===== src/rtl/sram_arb_pkg.sv =====
// Shared types and default widths for the single-port SRAM read/write arbiter.
package sram_arb_pkg;

    localparam int SRAM_ADDR_W = 14;
    localparam int SRAM_DATA_W = 32;
    localparam int SRAM_LEN_W  = 4;

    typedef enum logic [2:0] {
        IDLE,
        RD_ISSUE,
        RD_DATA,
        WR_BEAT,
        WR_DONE
    } arb_state_e;

    typedef enum logic {
        OWN_RD,
        OWN_WR
    } owner_e;

endpackage


===== src/rtl/sram_rr_arb2.sv =====
// Two-way round-robin pick between the read and write burst requesters.
module sram_rr_arb2
    import sram_arb_pkg::*;
(
    input  logic   req_rd_i,
    input  logic   req_wr_i,
    input  owner_e last_owner_i,
    output logic   gnt_rd_o,
    output logic   gnt_wr_o
);

    always_comb begin
        gnt_rd_o = 1'b0;
        gnt_wr_o = 1'b0;
        if (req_rd_i && req_wr_i) begin
            // on a tie the side that did not own the SRAM last time wins
            if (last_owner_i == OWN_RD) begin
                gnt_wr_o = 1'b1;
            end else begin
                gnt_rd_o = 1'b1;
            end
        end else begin
            gnt_rd_o = req_rd_i;
            gnt_wr_o = req_wr_i;
        end
    end

endmodule


===== src/rtl/sram_port_arbiter.sv =====
// Burst-granular round-robin owner of the single-port SRAM macro; sequences INCR read/write beats.
//  state    | meaning
//  IDLE     | no owner, sampling requests
//  RD_ISSUE | read address presented to macro
//  RD_DATA  | read beat valid, waiting for rd_ready_i
//  WR_BEAT  | write beats accepted, one per valid cycle
//  WR_DONE  | single-cycle done pulse after last write beat
module sram_port_arbiter
    import sram_arb_pkg::*;
#(
    parameter int ADDR_W   = SRAM_ADDR_W,
    parameter int DATA_W   = SRAM_DATA_W,
    parameter int LEN_W    = SRAM_LEN_W,
    parameter int STRB_W   = DATA_W / 8,
    parameter bit RD_FIRST = 1'b1
) (
    input  logic              clk,
    input  logic              rst,

    input  logic              rd_req_i,
    input  logic [ADDR_W-1:0] rd_addr_i,
    input  logic [LEN_W-1:0]  rd_len_i,
    output logic              rd_gnt_o,
    output logic              rd_valid_o,
    input  logic              rd_ready_i,
    output logic [DATA_W-1:0] rd_data_o,
    output logic              rd_last_o,

    input  logic              wr_req_i,
    input  logic [ADDR_W-1:0] wr_addr_i,
    input  logic [LEN_W-1:0]  wr_len_i,
    output logic              wr_gnt_o,
    input  logic              wr_valid_i,
    input  logic [DATA_W-1:0] wr_data_i,
    input  logic [STRB_W-1:0] wr_strb_i,
    output logic              wr_ready_o,
    output logic              wr_done_o,

    output logic [ADDR_W-1:0] sram_a_o,
    output logic [DATA_W-1:0] sram_di_o,
    input  logic [DATA_W-1:0] sram_do_i,
    output logic              sram_cs_o,
    output logic              sram_oe_o,
    output logic [STRB_W-1:0] sram_web_o
);

    arb_state_e        state_q;
    owner_e            last_owner_q;
    logic [ADDR_W-1:0] cur_addr_q;
    logic [LEN_W-1:0]  beat_cnt_q;
    logic              rd_gnt_q;
    logic              wr_gnt_q;
    logic              wr_done_q;

    logic              pick_rd;
    logic              pick_wr;
    logic              last_beat;

    sram_rr_arb2 u_rr (
        .req_rd_i     (rd_req_i),
        .req_wr_i     (wr_req_i),
        .last_owner_i (last_owner_q),
        .gnt_rd_o     (pick_rd),
        .gnt_wr_o     (pick_wr)
    );

    assign last_beat = (beat_cnt_q == '0);

    always_ff @(posedge clk or negedge rst) begin
        if (!rst) begin
            state_q      <= IDLE;
            last_owner_q <= RD_FIRST ? OWN_WR : OWN_RD;
            cur_addr_q   <= '0;
            beat_cnt_q   <= '0;
            rd_gnt_q     <= 1'b0;
            wr_gnt_q     <= 1'b0;
            wr_done_q    <= 1'b0;
        end else begin
            case (state_q)
                IDLE: begin
                    if (pick_rd) begin
                        state_q      <= RD_ISSUE;
                        rd_gnt_q     <= 1'b1;
                        cur_addr_q   <= rd_addr_i;
                        beat_cnt_q   <= rd_len_i;
                        last_owner_q <= OWN_RD;
                    end else if (pick_wr) begin
                        state_q      <= WR_BEAT;
                        wr_gnt_q     <= 1'b1;
                        cur_addr_q   <= wr_addr_i;
                        beat_cnt_q   <= wr_len_i;
                        last_owner_q <= OWN_WR;
                    end
                end
                RD_ISSUE: begin
                    state_q <= RD_DATA;
                end
                RD_DATA: begin
                    if (rd_ready_i) begin
                        if (last_beat) begin
                            state_q  <= IDLE;
                            rd_gnt_q <= 1'b0;
                        end else begin
                            state_q    <= RD_ISSUE;
                            cur_addr_q <= cur_addr_q + ADDR_W'(1);
                            beat_cnt_q <= beat_cnt_q - LEN_W'(1);
                        end
                    end
                end
                WR_BEAT: begin
                    if (wr_valid_i) begin
                        if (last_beat) begin
                            state_q   <= WR_DONE;
                            wr_gnt_q  <= 1'b0;
                            wr_done_q <= 1'b1;
                        end else begin
                            cur_addr_q <= cur_addr_q + ADDR_W'(1);
                            beat_cnt_q <= beat_cnt_q - LEN_W'(1);
                        end
                    end
                end
                WR_DONE: begin
                    state_q   <= IDLE;
                    wr_done_q <= 1'b0;
                end
                default: begin
                    state_q   <= IDLE;
                    rd_gnt_q  <= 1'b0;
                    wr_gnt_q  <= 1'b0;
                    wr_done_q <= 1'b0;
                end
            endcase
        end
    end

    assign rd_gnt_o  = rd_gnt_q;
    assign wr_gnt_o  = wr_gnt_q;
    assign wr_done_o = wr_done_q;
    // address is held through RD_DATA, so the macro output stays stable under backpressure
    assign rd_data_o = sram_do_i;

    always_comb begin
        sram_a_o   = '0;
        sram_di_o  = '0;
        sram_cs_o  = 1'b0;
        sram_oe_o  = 1'b0;
        sram_web_o = '1;
        rd_valid_o = 1'b0;
        rd_last_o  = 1'b0;
        wr_ready_o = 1'b0;
        case (state_q)
            RD_ISSUE: begin
                sram_cs_o = 1'b1;
                sram_oe_o = 1'b1;
                sram_a_o  = cur_addr_q;
            end
            RD_DATA: begin
                sram_cs_o  = 1'b1;
                sram_oe_o  = 1'b1;
                sram_a_o   = cur_addr_q;
                rd_valid_o = 1'b1;
                rd_last_o  = last_beat;
            end
            WR_BEAT: begin
                wr_ready_o = 1'b1;
                sram_cs_o  = wr_valid_i;
                sram_web_o = wr_valid_i ? ~wr_strb_i : '1;
                sram_a_o   = cur_addr_q;
                sram_di_o  = wr_data_i;
            end
            default: begin
            end
        endcase
    end

endmodule

===== config.mk =====
export PLATFORM = sky130hd
export DESIGN_NAME = sram_port_arbiter
export DESIGN_NICKNAME = d
export VERILOG_FILES = /design/src/rtl/sram_arb_pkg.sv /design/src/rtl/sram_rr_arb2.sv /design/src/rtl/sram_port_arbiter.sv
export SDC_FILE = /design/constraint.sdc
export NUM_CORES = 1
export LEC_CHECK = 0
export ABC_AREA = 1
export CORE_MARGIN = 4
export CORE_UTILIZATION = 34
export DETAILED_ROUTE_END_ITERATION = 10
export GPL_ROUTABILITY_DRIVEN = 0
export GPL_TIMING_DRIVEN = 0
export PLACE_DENSITY = 0.83
export REMOVE_ABC_BUFFERS = 1
export SLEW_MARGIN = 20
export SYNTH_ARGS = -nofsm -noshare
export SYNTH_HDL_FRONTEND = slang
export SYNTH_SLANG_ARGS = --single-unit

===== constraint.sdc =====
create_clock -name clk -period 1.55 [get_ports clk]
set_input_delay 0.31 -clock clk [delete_from_list [all_inputs] [get_ports clk]]
set_output_delay 0.31 -clock clk [all_outputs]
set_load 0.005 [all_outputs]

; ---- Word-level counts from Yosys, hierarchy flattened
; Cells that the tools add are included.
[word_totals]
elab_cells = 85
in_bits = 110
regBits = 25
rom_bits = 0
latch_bits = 0
ramBits = 0
n_memories = 0
[classes]
n_bitwise = 4
div = 0
shift = 0
reduce_logical = 16
mul = 0
magnitude_cmp = 0
addsub = 2
n_mux = 44
eq_ne = 12
[op_table]
columns = cell, n
row1 = $mux 14, 6
row2 = $pmux 14 s3, 1
row3 = $mux 32, 1
row4 = $mux 4, 7
row5 = $mux 1, 18
row6 = $mux 3, 5
row7 = $add 14x1->14 const B, 1
row8 = $ne 2x2->1 const B, 7
row9 = $pmux 3 s4, 1
row10 = $pmux 4 s3, 1
row11 = $reduce_and 4->1, 3
row12 = $reduce_or 3->1, 4
row13 = $eq 3x2->1 const B, 2
row14 = $pmux 1 s3, 2
row15 = $reduce_and 5->1, 1
row16 = $logic_not 4->1, 1
row17 = $not 4->4, 1
row18 = $pmux 1 s2, 2
row19 = $sub 4x1->4 const B, 1
row20 = $eq 3x1->1 const B, 1
row21 = $eq 3x3->1 const B, 1
row22 = $logic_not 3->1, 1
row23 = $ne 3x3->1 const B, 1
row24 = $not 1->1, 3
row25 = 6 further kinds, 6

; ---- Depth between registers and ports, before layout
[depth]
depth_word = 5
ltp_mapped = 10

; ---- Cells and area by module
; From an unflattened synthesis, not the netlist that was laid out.
[unflattened]
cells_unflattened = 421
hier_area_um2 = 2517.4
[modules_own_cells]
columns = mod, instances, area_per_inst_um2, seq_area_each_um2, cells_per_inst
row1 = sram_port_arbiter, 1, 2496.1, 626.9, 416
row2 = sram_rr_arb2, 1, 21.3, 0.0, 5

; ---- Worst setup path after synthesis
; Ideal clock, no wire load.
[synth_timing]
path_type = register to output
start = register state_q[2]
end = output sram_di_o[10]
path_stages_with_launch = 7
setup_slack_ns = 0.117
path_buffers = 1
arrival_ns = 1.123
cell_sequence = dfrtp_1 > inv_2 > nand2_2 > nor2_2 > inv_2 > buf_2 > nor2_1
[synth_via]
elab_chain_len = 2
[synth_rtl]
columns = element, line_no
row1 = "start, declared", sram_port_arbiter.sv:47  ; arb_state_e state_q;
row2 = "start signal, assigned", sram_port_arbiter.sv:71  ; state_q <= IDLE;
row3 = "start signal, assigned", sram_port_arbiter.sv:82  ; state_q <= RD_ISSUE;
row4 = "start signal, assigned", sram_port_arbiter.sv:88  ; state_q <= WR_BEAT;
row5 = $eq 3x2->1, sram_port_arbiter.sv:151  ; case (state_q)
row6 = $mux 32, sram_port_arbiter.sv:151
row7 = "end, declared", sram_port_arbiter.sv:40  ; output logic [DATA_W-1:0] sram_di_o,
; Every way passes these cells.

; ---- Worst setup path after layout
[layout_timing]
start = register state_q[2]
end = output sram_a_o[4]
[layout_via]
elab_chain_len = 3
elab_cells_between_ends = 5
classes_between = eq/ne: 3 / mux: 1 / reduce/logical: 1
[layout_rtl]
columns = element, line_no
row1 = $eq 3x2->1 or $eq 3x1->1 (tied branches), sram_port_arbiter.sv:151
row2 = $reduce_or 3->1 (no line) (*), -
row3 = $mux 14 (*), sram_port_arbiter.sv:151
row4 = "end, declared", sram_port_arbiter.sv:39  ; output logic [ADDR_W-1:0] sram_a_o,
; Mark *: on every way between the ends. The rest lies on a longest branch, timed or not.

==> impl_metrics.py <==
metrics = {
    "die": {
        "start_util": 0.3571,
        "io_pins": 200,
        "die_h_um": 93.41,
        "die-area_um2": 8724,
        "fp.dieW_um": 93.41,
        "core_area_um2": 6944,
        "floorplan.rows": 30,
    },
    "worst_hold_path": {
        "hp-class": "input port to async pin",
    },
    "final_layout": {
        "n_fill_cell": 593,
        "multiInputGateArea_um2": 1679,
        "fin_nets": 682,
        "seq_area_um2": 629.4,
        "drive_gt1_frac": 0.3656,
        "areaGrowthSynthToFinish_pct": 81.28,
        "diodes": 0,
    },
    "routing": {
        "drt.antenna.violating_nets": 0,
        "detail_route.first_pass.iterations": 5,
        "drt_wl_total_mm": 11.53,
        "drc": 0,
        "drt_iter0_markers": 206,
        "viasPerCell": 5.105,
        "via_count": 3395,
        "wire_per_inst_um": 17.34,
    },
    "clock_network": {
        "cts_tree": "built",
        "clk_path_buf_depth": 2,
        "numCtsBuffers": 3,
        "cts_root_buf": "clkbuf_8",
        "clock_sinks": 25,
        "htree_num_levels": 1,
        "clock_latency_ns": 0.27,
        "clk_pin_slew_ns": 0.10,
        "ctsHoldBuffers": 0,
    },
    "pwr": {
        "power_density_nw_per_um2": 1958,
        "p_total_mw": 8.804,
        "peakVddDrop_uv": 1034,
        "power_leakage_nw": 2.260,
    },
    "outcome": {
        "status": "finished, violations left",
        "violations": "setup timing",
    },
    "global_route": {
        "grt_pass1_wl_mm": 15.57,
        "grt_max_degree": 27,
        "overflow": 0,
        "grt_pass1_vias": 3197,
        "antenna_found_initial": 0,
        "track_usage": 0.2271,
    },
    "logic_synthesis": {
        "post-synth-top-area-cell": "dfrtp_1",
        "mappedNetlistArea_um2": 2480,
        "synth_compound_area_frac": 0.1176,
        "synth.area.mux_share": 0,
        "synth.distinct_cells": 27,
        "syn_avg_cell_area_um2": 5.904,
        "synth_xor_area_frac": 0.003532,
        "ys_ff_latch": 25,
        "ys_warn_count": 0,
        "synth_top_family_by_area": "simple AND/OR/NAND/NOR gates",
        "async_flop_share": 1.000,
        "synthAdderAreaFrac": 0.01009,
        "synth_ff_type": "dfrtp_1",
        "yosysMostFrequentCell": "nand2_1",
        "synth_edf_count": 0,
        "synth-simple-area-share": 0.3567,
        "synth_cells": 420,
        "ys_seq_area_frac": 0.2528,
        "yosys-top-cells-count": "nand2_1 (90), nor2_1 (87), inv_1 (69)",
        "synth_top_area_frac": 0.2422,
        "synth.top_cells.by_area": "dfrtp_1 (24%), nand2_1 (14%), nor2_1 (13%), buf_4 (11%), inv_1 (10%)",
    },
    "sta": {
        "finalSetupViolations": 73,
        "fmax_mhz": 557.2,
        "setup_slack_ns": -0.2446,
        "hold_viol": 0,
        "min_period_over_period": 1.158,
        "worstMarginPinSlew_ns": 0.6286,
        "rsz0062_at_grt": "yes",
        "max-slew-margin-rel": 0.5809,
        "slew_violations": 0,
        "fin_skew_ns": 0.001847,
        "min_period_ns": 1.795,
    },
    "critical_path": {
        "path_class": "flip-flop to primary output",
        "worst_setup_path_end_kind": "primary output",
        "cp.required_ns": 1.24,
        "reg2reg_depth": 10,
        "arrival_ns": 1.48,
        "crit_fanout": 7,
        "crit_start": "state_q[2]",
        "r2r_start": "state_q[1]",
        "r2r_slack_ns": -0.14,
        "start_kind": "flip-flop",
    },
    "job": {
        "maxCapViolCount": 0,
    },
    "place": {
        "dp_hpwl_mm": 6.919,
        "post-place-ws_ns": -1.149,
        "io_buffer_count": 135,
    },
}
[final timing paths]
path / end
setup / recovery: sram_a_o[4]
hold / removal: cur_addr_q[0]
setup reg to reg: cur_addr_q[13]
hold reg to reg: wr_gnt_o
max in group asynchronous: state_q[2]
min in group clk: last_owner_q
[area by class of cell]
cell class,instances,share of cell area
repair buffers,181,0.3588
well taps,96,0.02672
clock buffers,4,0.01002
multi-input cells,278,0.3735
flip-flops and latches,25,0.1400
repair inverters,5,0.01336
inverters,76,0.07765
[sequential cells by signal, indices dropped and copies added, names as in the netlist]
| name | cells |
|---|---|
| wr_done_o | 1 |
| rd_gnt_o | 1 |
| last_owner_q | 1 |
| cur_addr_q | 14 |
| wr_gnt_o | 1 |
| state_q | 3 |
| beat_cnt_q | 4 |
[per-stage QoR]
stage	cell area, um^2	util	TNS [ns]	cells	hold slack, ns
2_1_floorplan	2125	-	-1.779	373	0.01441
3_3_place_gp	3596	0.5178	-58.35	604	0.4641
3_5_place_dp	3591	0.5171	-57.80	604	0.3462
4_1_cts	3919	0.5643	-7.737	638	0.04924
5_1_grt	4496	0.6474	-16.94	665	0.07605
6_report	4496	0.6474	-12.43	665	0.04350
[cell families (layout without fill, tap and decap cells)]
kind of cell | count (synthesis) | in the layout
AO/OA/AOI/OAI | 55 | 55
XOR/XNOR | 1 | 1
buffers and inverters | 123 | 266
AND/OR/NAND/NOR | 214 | 220
flip-flops | 25 | 25
adder cells (fa/ha/maj) | 2 | 2
[layer usage]
layer	vias up	wire [um]	GRT usage	part of all wire
li1	1558	-	-	-
met1	1538	3980	0.2463	0.35
met2	259	5535	0.3859	0.48
met3	40	1591	0.1134	0.14
met4	0	425	0.06227	0.037
met5	-	0	0.03846	0
[placed cells by master (no fill, tap or decap), types with 2 or more instances in the layout]
cell type and n:
clkdlybuf4s50_1 77, inv_6 2, o211ai_1 5, buf_2 49
buf_6 22, nand2_1 71, inv_4 2, buf_4 23
inv_2 5, nand2_8 7, nand3b_1 2, inv_1 64
dfrtp_1 22, a21oi_1 11, o21ai_1 16, o21ai_0 16
clkinvlp_4 2, nand3_2 3, o21ai_2 5, nand2_2 9
clkbuf_8 3, nor2_2 28, nand4_1 7, nor2_4 19
inv_8 2, dfrtp_2 2, buf_8 2, nand3_1 20
nor2_1 44, buf_12 5, nand2_4 10
[where the power goes]
group	switching, mW	leakage (nW)	internal (mW)
clock network	0.226	0.0228	0.184
registers	0.338	0.302	0.990
logic	3.94	1.94	3.13
total	4.50	2.26	4.30
[worst max-delay path, cell delays in order, from the launching register on]
cell	delay [ns]
dfrtp_2	0.45
inv_4	0.10
buf_4	0.12
buf_8	0.12
nand2_8	0.09
buf_6	0.13
nor2_4	0.08
buf_2	0.12
[repair_timing]
| item | CTS | global route |
|---|---|---|
| pin swaps | 7 | 20 |
| cloned | 6 | 6 |
| setup endpoints to repair | 79 | 74 |
| endpoints found under the hold margin | 0 | 0 |
| buffers inserted | 25 | 22 |
| gates resized for setup | 303 | 86 |
Note: power is estimated with default switching activity, not from simulation.
